==> src/rtl/decode_stage_pipelined.sv <==
// Handshaked instruction-decode stage: combinational decode into a main output
// register backed by one skid register, with flush and a consumed-bundle counter.
module decode_stage_pipelined #(
  parameter  int REG_ADDR_WIDTH = 4,
  parameter  int PC_WIDTH       = 8,
  parameter  int COUNT_WIDTH    = 16,
  localparam int R              = REG_ADDR_WIDTH,
  localparam int W              = 4 + 3 * REG_ADDR_WIDTH
) (
  input  logic                   clk,
  input  logic                   reset,
  input  logic                   flush,
  input  logic                   in_valid,
  output logic                   in_ready,
  input  logic [W-1:0]           in_instruction,
  input  logic [PC_WIDTH-1:0]    in_pc,
  output logic                   out_valid,
  input  logic                   out_ready,
  output logic [PC_WIDTH-1:0]    out_pc,
  output logic [R-1:0]           decoded_rd_address,
  output logic [R-1:0]           decoded_rs_address,
  output logic [R-1:0]           decoded_rt_address,
  output logic [2:0]             decoded_nzp,
  output logic [2*R-1:0]         decoded_immediate,
  output logic                   decoded_reg_write_enable,
  output logic                   decoded_mem_read_enable,
  output logic                   decoded_mem_write_enable,
  output logic                   decoded_nzp_write_enable,
  output logic [1:0]             decoded_reg_input_mux,
  output logic [1:0]             decoded_alu_arithmetic_mux,
  output logic                   decoded_alu_output_mux,
  output logic                   decoded_pc_mux,
  output logic                   decoded_ret,
  output logic                   decoded_illegal,
  output logic [COUNT_WIDTH-1:0] decoded_count
);

  typedef struct packed {
    logic [PC_WIDTH-1:0] pc;
    logic [R-1:0]        rd;
    logic [R-1:0]        rs;
    logic [R-1:0]        rt;
    logic [2:0]          nzp;
    logic [2*R-1:0]      imm;
    logic                reg_we;
    logic                mem_rd;
    logic                mem_we;
    logic                nzp_we;
    logic [1:0]          rim;
    logic [1:0]          arith;
    logic                alu_out;
    logic                pc_mux;
    logic                ret;
    logic                illegal;
  } t_bundle;

  function automatic t_bundle decode(input logic [W-1:0] instr, input logic [PC_WIDTH-1:0] pc);
    t_bundle b;
    b       = '0;
    b.pc    = pc;
    b.rd    = instr[W-5 -: R];
    b.rs    = instr[2*R-1 -: R];
    b.rt    = instr[R-1:0];
    b.nzp   = instr[W-5 -: 3];
    b.imm   = instr[2*R-1:0];
    case (instr[W-1 -: 4])
      4'b0000: ;
      4'b0001: b.pc_mux = 1'b1;
      4'b0010: begin b.alu_out = 1'b1; b.nzp_we = 1'b1; end
      4'b0011: b.reg_we = 1'b1;
      4'b0100: begin b.reg_we = 1'b1; b.arith = 2'b01; end
      4'b0101: begin b.reg_we = 1'b1; b.arith = 2'b10; end
      4'b0110: begin b.reg_we = 1'b1; b.arith = 2'b11; end
      4'b0111: begin b.reg_we = 1'b1; b.mem_rd = 1'b1; b.rim = 2'b01; end
      4'b1000: b.mem_we = 1'b1;
      4'b1001: begin b.reg_we = 1'b1; b.rim = 2'b10; end
      4'b1111: b.ret = 1'b1;
      default: b.illegal = 1'b1;
    endcase
    return b;
  endfunction

  t_bundle                r_main_p1, r_skid_p1, w_dec_p0;
  t_bundle                w_main_nxt, w_skid_nxt;
  logic                   r_main_vld_p1, r_skid_vld_p1, r_in_ready;
  logic                   w_main_vld_nxt, w_skid_vld_nxt;
  logic                   w_acc, w_drain, w_main_free;
  logic [COUNT_WIDTH-1:0] r_count;

  // p0: raw instruction -> decoded bundle
  assign w_dec_p0    = decode(in_instruction, in_pc);
  assign w_acc       = in_valid && r_in_ready && !flush;
  assign w_drain     = r_main_vld_p1 && out_ready;
  assign w_main_free = !r_main_vld_p1 || w_drain;

  // An emptied main register loads zeros so no stale strobes are presented.
  always_comb begin
    w_main_nxt     = r_main_p1;
    w_main_vld_nxt = r_main_vld_p1;
    w_skid_nxt     = r_skid_p1;
    w_skid_vld_nxt = r_skid_vld_p1;
    if (flush) begin
      w_main_nxt     = '0;
      w_main_vld_nxt = 1'b0;
      w_skid_nxt     = '0;
      w_skid_vld_nxt = 1'b0;
    end else if (w_main_free) begin
      if (r_skid_vld_p1) begin
        w_main_nxt     = r_skid_p1;
        w_main_vld_nxt = 1'b1;
        w_skid_nxt     = '0;
        w_skid_vld_nxt = 1'b0;
      end else if (w_acc) begin
        w_main_nxt     = w_dec_p0;
        w_main_vld_nxt = 1'b1;
      end else begin
        w_main_nxt     = '0;
        w_main_vld_nxt = 1'b0;
      end
    end else if (w_acc) begin
      w_skid_nxt     = w_dec_p0;
      w_skid_vld_nxt = 1'b1;
    end
  end

  // p1: main/skid registers, registered ready and consumed counter
  always_ff @(posedge clk or negedge reset) begin
    if (!reset) begin
      r_main_p1     <= '0;
      r_skid_p1     <= '0;
      r_main_vld_p1 <= 1'b0;
      r_skid_vld_p1 <= 1'b0;
      r_in_ready    <= 1'b0;
      r_count       <= '0;
    end else begin
      r_main_p1     <= w_main_nxt;
      r_skid_p1     <= w_skid_nxt;
      r_main_vld_p1 <= w_main_vld_nxt;
      r_skid_vld_p1 <= w_skid_vld_nxt;
      r_in_ready    <= !w_skid_vld_nxt;
      if (w_drain) r_count <= r_count + COUNT_WIDTH'(1);
    end
  end

  assign in_ready                   = r_in_ready;
  assign out_valid                  = r_main_vld_p1;
  assign out_pc                     = r_main_p1.pc;
  assign decoded_rd_address         = r_main_p1.rd;
  assign decoded_rs_address         = r_main_p1.rs;
  assign decoded_rt_address         = r_main_p1.rt;
  assign decoded_nzp                = r_main_p1.nzp;
  assign decoded_immediate          = r_main_p1.imm;
  assign decoded_reg_write_enable   = r_main_p1.reg_we;
  assign decoded_mem_read_enable    = r_main_p1.mem_rd;
  assign decoded_mem_write_enable   = r_main_p1.mem_we;
  assign decoded_nzp_write_enable   = r_main_p1.nzp_we;
  assign decoded_reg_input_mux      = r_main_p1.rim;
  assign decoded_alu_arithmetic_mux = r_main_p1.arith;
  assign decoded_alu_output_mux     = r_main_p1.alu_out;
  assign decoded_pc_mux             = r_main_p1.pc_mux;
  assign decoded_ret                = r_main_p1.ret;
  assign decoded_illegal            = r_main_p1.illegal;
  assign decoded_count              = r_count;

endmodule

==> config.mk <==
export PLATFORM = sky130hd
export DESIGN_NAME = decode_stage_pipelined
export DESIGN_NICKNAME = d
export VERILOG_FILES = /design/src/rtl/decode_stage_pipelined.sv
export SDC_FILE = /design/constraint.sdc
export NUM_CORES = 1
export LEC_CHECK = 0
export ABC_AREA = 1
export CAP_MARGIN = 40
export CORE_MARGIN = 2
export CORE_UTILIZATION = 54
export CTS_CLUSTER_SIZE = 25
export DETAILED_ROUTE_END_ITERATION = 10
export GPL_TIMING_DRIVEN = 0
export PLACE_DENSITY = 0.95
export SETUP_SLACK_MARGIN = 0.15
export SLEW_MARGIN = 20
export SYNTH_ARGS = -nofsm -noshare
export SYNTH_HDL_FRONTEND = slang
export SYNTH_SLANG_ARGS = --single-unit
==> constraint.sdc <==
create_clock -name clk -period 3.3 [get_ports clk]
set_input_delay 0.825 -clock clk [delete_from_list [all_inputs] [get_ports clk]]
set_output_delay 0.825 -clock clk [all_outputs]
set_load 0.01 [all_outputs]
==> results.md, run 1 <==
- I/O pin cnt: 90
- CP endpoint: decoded_rs_address[0]
- Final wirelength: ~10 mm
- CP Capture Type: output port
- Core box area: a little under 7000 um2
- Die footprint: between 7000 and 8000 um2
- Fin crit share: 0.675
- ANT nets after route: 0
- Hold WC Path Type: in -> async
- # clock sinks: 80
- Via density: roughly 5.4
- Final Power: roughly 2.3 mW
- Later-pin clock latency in the skew report: ~360 ps
- Mapped Area: roughly 3800 um2
- YS warnings: 0
- FF-to-FF path depth: 9
- Area Growth Syn to Fin: 33.5%
- Chip Height: slightly below 90 um
- Crit-path max FO: 3
- Vias in the first global route: about 3,600
- PD cells: roughly 450 nW/um2
- Post-CTS Hold Buffers: 0
- Total CTS buffers: 9
- Post-CTS setup buffer count: 0
- Max_slew headroom: 0.668
- Fmax: 449 MHz
- CTS tree: yes
- GP Congestion: approximately 0.86
- Initial antenna violation count: 0
- Reg2reg start: r_skid_vld_p1
- # diodes: 0
- Via count: between 3,000 and 4,000
- Outcome: completed
- Crit start category: register
- Final hold vios: 0
- Share of cells above drive strength 1: 0.0906
- Crit path DAT: ~1400 ps
- Clock Path Buffers: 2
- Clock Skews: a little over 10 ps
- Final setup fails: 0
- Drt initial violations: around 320
- Syn nets: between 500 and 600
- Row count: 30
- Crit path time final: around 2200 ps
- DRC violations left: 0
- FF-to-FF End: decoded_rs_address[1]
- Worst IR Drop VDD: approximately 270 uV
- IO Port Bufs: 89
- Resized cells post-CTS: 0
- DR pass1 iterations: 7
- Post-DP HPWL: around 7.1 mm
- Distinct cells, synth: 27
- Fill count: just under 500
- Total leakage power: about 2.5 nW
- Die width: a little under 90 um
- GRT Total Usage: 0.286
- Max-slew violation count: 0
- Clock root buffer: clkbuf_8
- Cells after Synth: approximately 480
- Largest net degree at the start of global routing: 52
- Total gr overflow: 0
- MaxCap Viol Count: 0
- CP Launch Point: decoded_rs_address[0]
- Worst Max-Slew Pin Slew: 497 ps
- R2R setup slack: ~1600 ps
- Initial Util: 0.559
- Setup Crit Path Kind: reg -> out
- Final-stage net count: between 600 and 700
- H-tree Lvls: 3
- Tightest hold margin: ~400 ps
- Flops & latches, synth: 80
- Sequential area share after synthesis: 0.524
- Data required, critical path: 2470 ps
- Clock transition at the registers of the reported paths: ~80 ps
- Avg Inst Size Synth: roughly 8 um2
- Routed wire per std cell: 15.3 um
- First-pass GRT wire length: approximately 17 mm
- RSZ-0062 raised after global routing: no
- TNS Setup: 0 ps
-- power by group --
part / internal [mW] / switching (mW) / total (mW)
sequential: 1.03 / 0.0463 / 1.07
combinational: 0.158 / 0.192 / 0.350
clock: 0.524 / 0.364 / 0.888
-- how the worst min path moves through the flow --
| stage | to | slack (ps) | cells past startpoint |
|---|---|---|---|
| floorplan | r_skid_p1[11] | 480 | 2 |
| global placement | out_pc[2] | 470 | 2 |
| detailed placement | out_pc[2] | 460 | 2 |
| CTS | r_skid_p1[38] | 400 | 1 |
| global route | r_skid_p1[37] | 420 | 1 |
| finish | out_pc[4] | 400 | 1 |
-- cell usage after synthesis --
cell type | number | area, um2
nand2_2 | 1 | 6.26
o21ai_0 | 47 | 235
nand4_1 | 4 | 25.0
nand2_1 | 168 | 631
o21ai_2 | 1 | 8.76
inv_2 | 2 | 7.51
xnor2_1 | 4 | 35.0
nor2_4 | 1 | 11.3
ha_1 | 1 | 12.5
nor2_2 | 2 | 12.5
and3_1 | 1 | 6.26
buf_2 | 10 | 50.1
xor2_1 | 8 | 70.1
nand3b_1 | 1 | 7.51
a21oi_1 | 1 | 5.00
buf_4 | 15 | 113
o22ai_1 | 1 | 6.26
nor2_1 | 27 | 101
nand2_4 | 2 | 22.5
nand3_1 | 40 | 200
dfrtp_1 | 80 | 2000
nor3_1 | 4 | 20.0
clkbuf_1 | 5 | 18.8
clkbuf_2 | 2 | 10.0
o21ai_1 | 4 | 20.0
inv_1 | 45 | 169
a21boi_0 | 2 | 15.0
-- cells by family after synthesis --
family	synth area share
buffers and inverters	0.0963
DFF	0.524
and+or+nand+nor	0.273
xor gates and xnor gates	0.0275
AOI/OAI and AO/OA	0.0760
adders and majority gates	0.00327
-- flip-flops by register name, summed over array words and instances (netlist names) --
signal,count
decoded_pc_mux,1
decoded_nzp_write_enable,1
decoded_rd_address,3
decoded_nzp,1
out_valid,1
decoded_reg_write_enable,1
decoded_rs_address,3
decoded_count,16
decoded_immediate,2
decoded_illegal,1
decoded_reg_input_mux,2
decoded_mem_write_enable,1
decoded_rt_address,3
decoded_alu_arithmetic_mux,2
decoded_mem_read_enable,1
r_skid_p1,30
out_pc,8
decoded_ret,1
in_ready,1
r_skid_vld_p1,1
-- worst max-delay path: stages (launching register included) --
cell,delay [ps]
dfrtp_1,400
buf_4,130
clkdlybuf4s50_1,520
-- stage by stage --
step / setup slack [ps] / utilization / area [um2] / instances
6_report: 1070 / 0.747 / 5100 / 681
5_1_grt: 996 / 0.747 / 5100 / 681
4_1_cts: 1060 / 0.747 / 5100 / 681
3_5_place_dp: 759 / 0.711 / 4860 / 665
3_3_place_gp: -1280 / 0.707 / 4830 / 664
2_1_floorplan: 1560 / - / 3820 / 479
-- final cells by class --
cell class	instances	area [um2]	area share
plain buffers	32	191	0.0375
clock buffers	11	141	0.0277
clock inverters	5	104	0.0204
inverters	47	176	0.0346
multi-input cells	320	1450	0.284
flip-flops and latches	80	2000	0.392
well taps	96	120	0.0235
repair buffers	90	916	0.179
-- layout by cell type (no fill, tap or decap), types with 10 or more instances in the layout --
| cell | instances |
|---|---|
| buf_2 | 10 |
| clkdlybuf4s50_1 | 88 |
| o21ai_0 | 47 |
| nor2_1 | 27 |
| nand2_1 | 168 |
| nand3_1 | 40 |
| dfrtp_1 | 80 |
| buf_4 | 16 |
| clkbuf_8 | 10 |
| inv_1 | 45 |
-- layer usage --
layer / up-vias / global-route usage / wire, um
li1: 1692 / - / -
met2: 250 / 0.479 / 5130
met4: 0 / 0.163 / 471
met1: 1696 / 0.346 / 3890
met5: - / 0 / 0
met3: 60 / 0.0556 / 902
Power figures use the tool's default switching activity.
==> run 2, diff against run 1 <==
CORE_UTILIZATION = 45   (was 54)
PLACE_DENSITY = 0.88   (was 0.95)
clock period = 1.9 ns   (was 3.3 ns; I/O delays follow)
==> run 2 against run 1 <==
  * Sequential power up 73%
  * Worst hold slack worse by 330 ps
  * Power grew 68%
  * Wire length fell by 2.6%
  * Worst setup slack lost 890 ps
  * Critical path depth decreased by 1
  * Via count shrank 2.5%
  * Non-clock buffer count increased by 13
  * Critical endpoint is now decoded_rd_address[0]
  * Highest routed layer unchanged
==> results.md, run 2 (synthesis gave the netlist of run 1 again) <==
- Die width: 96.2 um (+9.1%)
- GP Congestion: 0.935 (+8.5%)
- Core box area: 8220 um2 (+20%)
- Clock transition at the registers of the reported paths: 80 ps (about the same)
- Post-CTS Hold Buffers: 0 (unchanged)
- Total leakage power: 3.16 nW (+28%)
- Clock Path Buffers: 2 (unchanged)
- RSZ-0062 raised after global routing: yes
- Fin crit share: 0.904
- TNS Setup: 0 ps (unchanged)
- DRC violations left: 0 (unchanged)
- Worst IR Drop VDD: 398 uV (+46%)
- Die footprint: 9240 um2 (+19%)
- Drt initial violations: 260 (-18%)
- Worst Max-Slew Pin Slew: 465 ps (-32.3 ps)
- Final Core Density: 0.640 (-0.107)
- MaxCap Viol Count: 0 (unchanged)
- CP peak stage delay: 530 ps (about the same)
- Placed cells: 674 (+1.4%)
- Crit start category: register
- Crit-path max FO: 2 (-1)
- Chip Height: 96.2 um (+9.1%)
- Place WS: -284 ps (-1040 ps)
- ANT nets after route: 0 (unchanged)
- Via density: 5.13 (-5.5%)
- First-pass GRT wire length: 16.6 mm (-1.4%)
- Fill count: 664 (+38%)
- Final WS setup: 183 ps (-891 ps)
- CTS tree: yes
- IO Port Bufs: 89 (unchanged)
- Final Non-Filler Cells: 703 (+3.2%)
- PD cells: 738 nW/um2 (+63%)
- Clock root buffer: clkbuf_8
- Outcome: completed
- Hold WC Path Type: in -> async
- Design area: 5260 um2 (+3.1%)
- DR pass1 iterations: 5 (-2)
- I/O pin cnt: 90 (unchanged)
- Fmax: a little under 600 MHz
- Routed wire per std cell: 14.4 um (-5.7%)
- # clock sinks: 80 (unchanged)
- Final-stage net count: 623 (+2.1%)
- Crit-path slowest cell: clkdlybuf4s50_1
- CP Capture Type: output port
- Most frequent cells in the layout: 168 x nand2_1, 79 x dfrtp_1, 46 x o21ai_0
- Area Growth Syn to Fin: 37.6%
- Final setup fails: 0 (unchanged)
- Via count: 3,607 (-2.5%)
- Max-slew violation count: 0 (unchanged)
- Max_slew headroom: 0.690 (+0.0215)
- Final wirelength: 10.1 mm (-2.6%)
- Biggest register: r_skid_p1
- Clock Skews: 8.23 ps (-2.09 ps)
- Share of cells above drive strength 1: 0.120 (+0.0298)
- Total gr overflow: 0 (unchanged)
- Most common cell after layout, fill and taps aside: nand2_1
- Placement Cell Area: 4870 um2 (+0.23%)
- Initial Util: 0.465 (-0.0943)
- H-tree Lvls: 3 (unchanged)
- Max reg flops: 30 (unchanged)
- Total CTS buffers: 9 (unchanged)
- Critical path's top delay family: buffers and inverters
- Final hold vios: 0 (unchanged)
- Setup Crit Path Kind: reg -> out
- WP buf/inv: 1 (-1)
- Later-pin clock latency in the skew report: 360 ps (about the same)
- GRT Total Usage: 0.236 (-0.0498)
- Crit path DAT: 1240 ps (-160 ps)
- # diodes: 0 (unchanged)
- Post-DP HPWL: 7.13 mm (about the same)
- Crit path time final: 1720 ps
- Initial antenna violation count: 0 (unchanged)
- Critical-path cell list: clkdlybuf4s50_1
- Largest net degree at the start of global routing: 48 (-7.7%)
- Row count: 33 (+10%)
- Vias in the first global route: 3,636 (+1.8%)
- Data required, critical path: 1420 ps (-1050 ps)
[run 2: changes by cell type in the layout (fill, tap and decap cells not counted), moves of 2 or more]
cell             delta
nor2_1              -2
buf_2               -2
clkbuf_2            +2
clkbuf_1            -2
dlygate4sd2_1      +32
buf_4              +14
clkbuf_4            +2
clkdlybuf4s50_1    -61
dlymetal6s2s_1     +28
nor2_4              +2
[run 2: repair_timing]
item,4_1_cts,5_1_grt
pin swaps,0,0
buffers inserted,13,0
resized for setup,36,42
setup endpoints to repair,57,62
[run 2: final timing paths]
kind | from | end | slack (ps) | cells past startpoint
max | decoded_rd_address[0] | decoded_rd_address[0] | 180 | 1
min | reset | decoded_rs_address[2] | 60 | 1
max reg2reg | r_skid_vld_p1 | r_skid_p1[37] | 300 | 8
min reg2reg | decoded_alu_arithmetic_mux[1] | decoded_alu_arithmetic_mux[1] | 490 | 2
max in group asynchronous | reset | decoded_count[12] | 1250 | 2
min in group clk | decoded_alu_arithmetic_mux[1] | decoded_alu_arithmetic_mux[1] | 490 | 2
[run 2: per-stage QoR]
| stage | hold WS, ps | power (mW) |
|---|---|---|
| 2_1_floorplan | 179 | 2.15 |
| 3_5_place_dp | 458 | 2.49 |
| 5_1_grt | 89.4 | 4.04 |
| 4_1_cts | 73.9 | 3.88 |
| 3_3_place_gp | 468 | 2.46 |
| 6_report | 63.6 | 3.88 |
[run 2: area by class of cell]
type | count | area, um2 | area share
Sequential cell | 80 | 2000 | 0.381
Multi-Input combinational cell | 320 | 1470 | 0.280
Timing Repair Buffer | 103 | 1040 | 0.197
Buffer | 32 | 201 | 0.0383
Inverter | 47 | 179 | 0.0340
Clock buffer | 12 | 155 | 0.0295
Tap cell | 105 | 131 | 0.0250
Clock inverter | 4 | 76.3 | 0.0145
[run 2: routing by layer]
layer	global-route usage	vias to the layer above	routed length (um)	part of all wire
met1	0.291	1752	4190	0.41
li1	-	1723	-	-
met3	0.0493	17	586	0.058
met2	0.396	115	5100	0.50
met5	0	-	0	0
met4	0.108	0	252	0.025
[run 2: where the power goes]
| group | total (mW) | switching, mW | internal (mW) |
|---|---|---|---|
| Clock | 1.44 | 0.623 | 0.815 |
| Combinational | 0.589 | 0.342 | 0.247 |
| Sequential | 1.85 | 0.0692 | 1.78 |
| Total | 3.88 | 1.03 | 2.85 |
==> run 3, diff against run 2 <==
ABC_AREA = not set   (was 1)
CORE_UTILIZATION = 44   (was 45)
==> run 3 against run 2 <==
  * First-iteration DRC count shrank 28%
  * Largest cell class unchanged
  * Critical path type unchanged
  * Final area shrank 5.6%
  * Die area shrank 4.3%
  * Maximum frequency shrank 0.46%
  * Sequential power is essentially flat
  * Highest routed layer unchanged
  * Core utilization shrank 0.44 points
  * Clock skew grew 2.5 ps
  * Sequential cell count is the same
==> results.md, run 3 <==
- Final WS setup: 175 ps (-7.97 ps)
- Top cell type's share of synthesized area: 0.561 (+0.0373)
- MaxCap Viol Count: 0 (unchanged)
- DR pass1 iterations: 5 (unchanged)
- Crit path DAT: 1250 ps (about the same)
- Row count: 32 (-3.0%)
- Chip Height: 94.0 um (-2.2%)
- Fin crit share: 0.908 (+0.00419)
- GRT Total Usage: 0.213 (-0.0230)
- Final Core Density: 0.636 (-0.00444)
- Most frequent cells in the layout: 87 x nand2_1, 80 x dfrtp_1, 49 x o21ai_0
- Cells after Synth: 356 (-26%)
- Mapped Area: 3570 um2 (-6.6%)
- ANT nets after route: 0 (unchanged)
- Later-pin clock latency in the skew report: 360 ps (about the same)
- RSZ-0062 raised after global routing: yes
- Setup Crit Path Kind: reg -> out
- Commonest cells post-synth: 87 x nand2_1, 80 x dfrtp_1, 49 x o21ai_0
- Compound-Gate Fraction of Synth Area: 0.166 (+0.0899)
- Vias in the first global route: 3,102 (-15%)
- Design area: 4960 um2 (-5.6%)
- Final setup fails: 0 (unchanged)
- Cell taking the most area after synthesis: dfrtp_1
- H-tree Lvls: 3 (unchanged)
- Clock root buffer: clkbuf_8
- Simple-gate share of the synthesized area: 0.165 (-0.108)
- CTS tree: yes
- DRC violations left: 0 (unchanged)
- Crit start category: register
- Crit-path slowest cell: clkdlybuf4s50_1
- Post-CTS Hold Buffers: 0 (unchanged)
- Distinct cells, synth: 42 (+56%)
- Clock Path Buffers: 2 (unchanged)
- Die width: 94.0 um (-2.2%)
- Biggest register: r_skid_p1
- Critical-path cell list: clkdlybuf4s50_1
- Synth Area in XOR/XNOR: 0.0368 (+0.00932)
- Largest net degree at the start of global routing: 54 (+13%)
- Flops & latches, synth: 80 (unchanged)
- GP Congestion: 0.845 (-9.6%)
- Drt initial violations: 186 (-28%)
- CP Capture Type: output port
- Max reg flops: 30 (unchanged)
- Syn nets: 386 (-24%)
- Sequential area share after synthesis: 0.561 (+0.0373)
- Initial Util: 0.457 (-0.00816)
- PD cells: 775 nW/um2 (+5.0%)
- Max-slew violation count: 0 (unchanged)
- # clock sinks: 80 (unchanged)
- # diodes: 0 (unchanged)
- Post-DP HPWL: 6.22 mm (-13%)
- Main flop type after synthesis: dfrtp_1
- Avg Inst Size Synth: 10.0 um2 (+26%)
- Worst Max-Slew Pin Slew: 574 ps (+109 ps)
- Number of synthesized flops with an enable pin: 0 (unchanged)
- Initial antenna violation count: 0 (unchanged)
- Total gr overflow: 0 (unchanged)
- Final-stage net count: 502 (-19%)
- IO Port Bufs: 86 (-3.4%)
- Ys async rst share: 1.00 (unchanged)
- Data required, critical path: 1420 ps (about the same)
- Outcome: completed
- Via count: 3,091 (-14%)
- CP peak stage delay: 540 ps (about the same)
- Via density: 5.34 (+4.0%)
- Die footprint: 8840 um2 (-4.3%)
- Final hold vios: 0 (unchanged)
- Core box area: 7810 um2 (-5.0%)
- Share of cells above drive strength 1: 0.151 (+0.0305)
- Clock Skews: 10.7 ps (+2.50 ps)
- Adder-cell share of the synthesized area: 0.00351 (+0.000233)
- First-pass GRT wire length: 14.7 mm (-12%)
- Area Growth Syn to Fin: 39.1%
- WP buf/inv: 1 (unchanged)
- Total CTS buffers: 9 (unchanged)
- Most common cell in the netlist: nand2_1
- Routed wire per std cell: 15.4 um (+6.9%)
- Top post-synthesis cells by area: dfrtp_1 56%, nand2_1 9.2%, o21ai_0 6.9%, a22oi_1 5.5%, xnor2_1 3.2%
- Place WS: -394 ps (-110 ps)
- Clock transition at the registers of the reported paths: 80 ps (about the same)
- Total leakage power: 2.58 nW (-18%)
- Max_slew headroom: 0.616 (-0.0737)
- Mux contribution to synthesized area: 0.00316 (+0.00316)
- I/O pin cnt: 90 (unchanged)
- TNS Setup: 0 ps (unchanged)
- Most common cell after layout, fill and taps aside: nand2_1
- Hold WC Path Type: in -> async
- Largest family of logic cells by synthesized area: compound AO/OA/AOI/OAI gates
- YS warnings: 0 (unchanged)
- Crit-path max FO: 2 (unchanged)
- Final wirelength: 8.92 mm (-12%)
- Placement Cell Area: 4580 um2 (-5.9%)
- Worst IR Drop VDD: 590 uV (+48%)
- Fmax: 580 MHz (-0.46%)
- Critical path's top delay family: buffers and inverters
- Placed cells: 545 (-19%)
- Final Non-Filler Cells: 579 (-18%)
- Crit path time final: 1730 ps (+7.97 ps)
==> run 3: cell types whose count changed in the layout (fill, tap and decap cells not counted), sizes merged, moves of 9 or more <==
| cell | before | now |
|---|---|---|
| inv | 47 | 3 |
| xnor2 | 4 | 13 |
| nand3 | 40 | 8 |
| nand2 | 171 | 87 |
| nor2 | 30 | 5 |
| a22oi | 0 | 26 |
| dlymetal6s2s | 28 | 16 |
==> run 3: worst paths after layout <==
kind | endpoint | from | slack [ps] | cells past startpoint
min reg2reg | decoded_count[15] | decoded_count[15] | 470 | 1
max in group asynchronous | decoded_rd_address[0] | reset | 1290 | 2
min | r_skid_p1[1] | reset | 30 | 1
max reg2reg | decoded_reg_input_mux[0] | out_valid | 250 | 5
min in group clk | out_valid | flush | 380 | 2
max | out_pc[1] | out_pc[1] | 170 | 1
==> run 3: timing repair <==
item | 4_1_cts | 5_1_grt
pin swaps | 1 | 1
resized for setup | 43 | 19
buffers inserted | 17 | 1
setup endpoints to repair | 100 | 43
==> run 3: metrics by stage <==
stage | total power [mW] | hold WS [ps]
2_1_floorplan | 2.13 | 179
3_3_place_gp | 2.43 | 454
3_5_place_dp | 2.45 | 425
4_1_cts | 3.87 | 42.1
5_1_grt | 4.01 | 62.1
6_report | 3.85 | 32.5
==> run 3: metal layers <==
metal / GRT usage / vias to the layer above / part of all wire
met3: 0.0449 / 16 / 0.070
met4: 0.0785 / 0 / 0.016
met2: 0.362 / 118 / 0.50
met5: 0 / - / 0
met1: 0.268 / 1505 / 0.41
li1: - / 1452 / -
==> run 3: area by class of cell <==
cell class / instances / area, um2
Buffer: 35 / 231
Clock buffer: 10 / 128
Clock inverter: 6 / 92.6
Fill cell: 631 / 2850
Inverter: 2 / 7.51
Multi-Input combinational cell: 239 / 1350
Sequential cell: 80 / 2000
Tap cell: 102 / 128
Timing Repair Buffer: 105 / 1030
==> run 3: cell families (layout without fill, tap and decap cells) <==
family / after synthesis / count (layout)
mux: 1 / 1
buf+inv: 37 / 158
simple gates: 127 / 127
fa+ha+maj: 1 / 1
compound gates: 95 / 95
xor+xnor: 15 / 15
flops: 80 / 80
==> run 3: where the power goes <==
| group | total [mW] | internal [mW] | leakage, nW | switching [mW] |
|---|---|---|---|---|
| Combinational | 0.627 | 0.315 | 1.38 | 0.312 |
| Sequential | 1.84 | 1.78 | 1.10 | 0.0569 |
| Clock | 1.38 | 0.747 | 0.103 | 0.631 |
| Total | 3.85 | 2.85 | 2.58 | 1.00 |
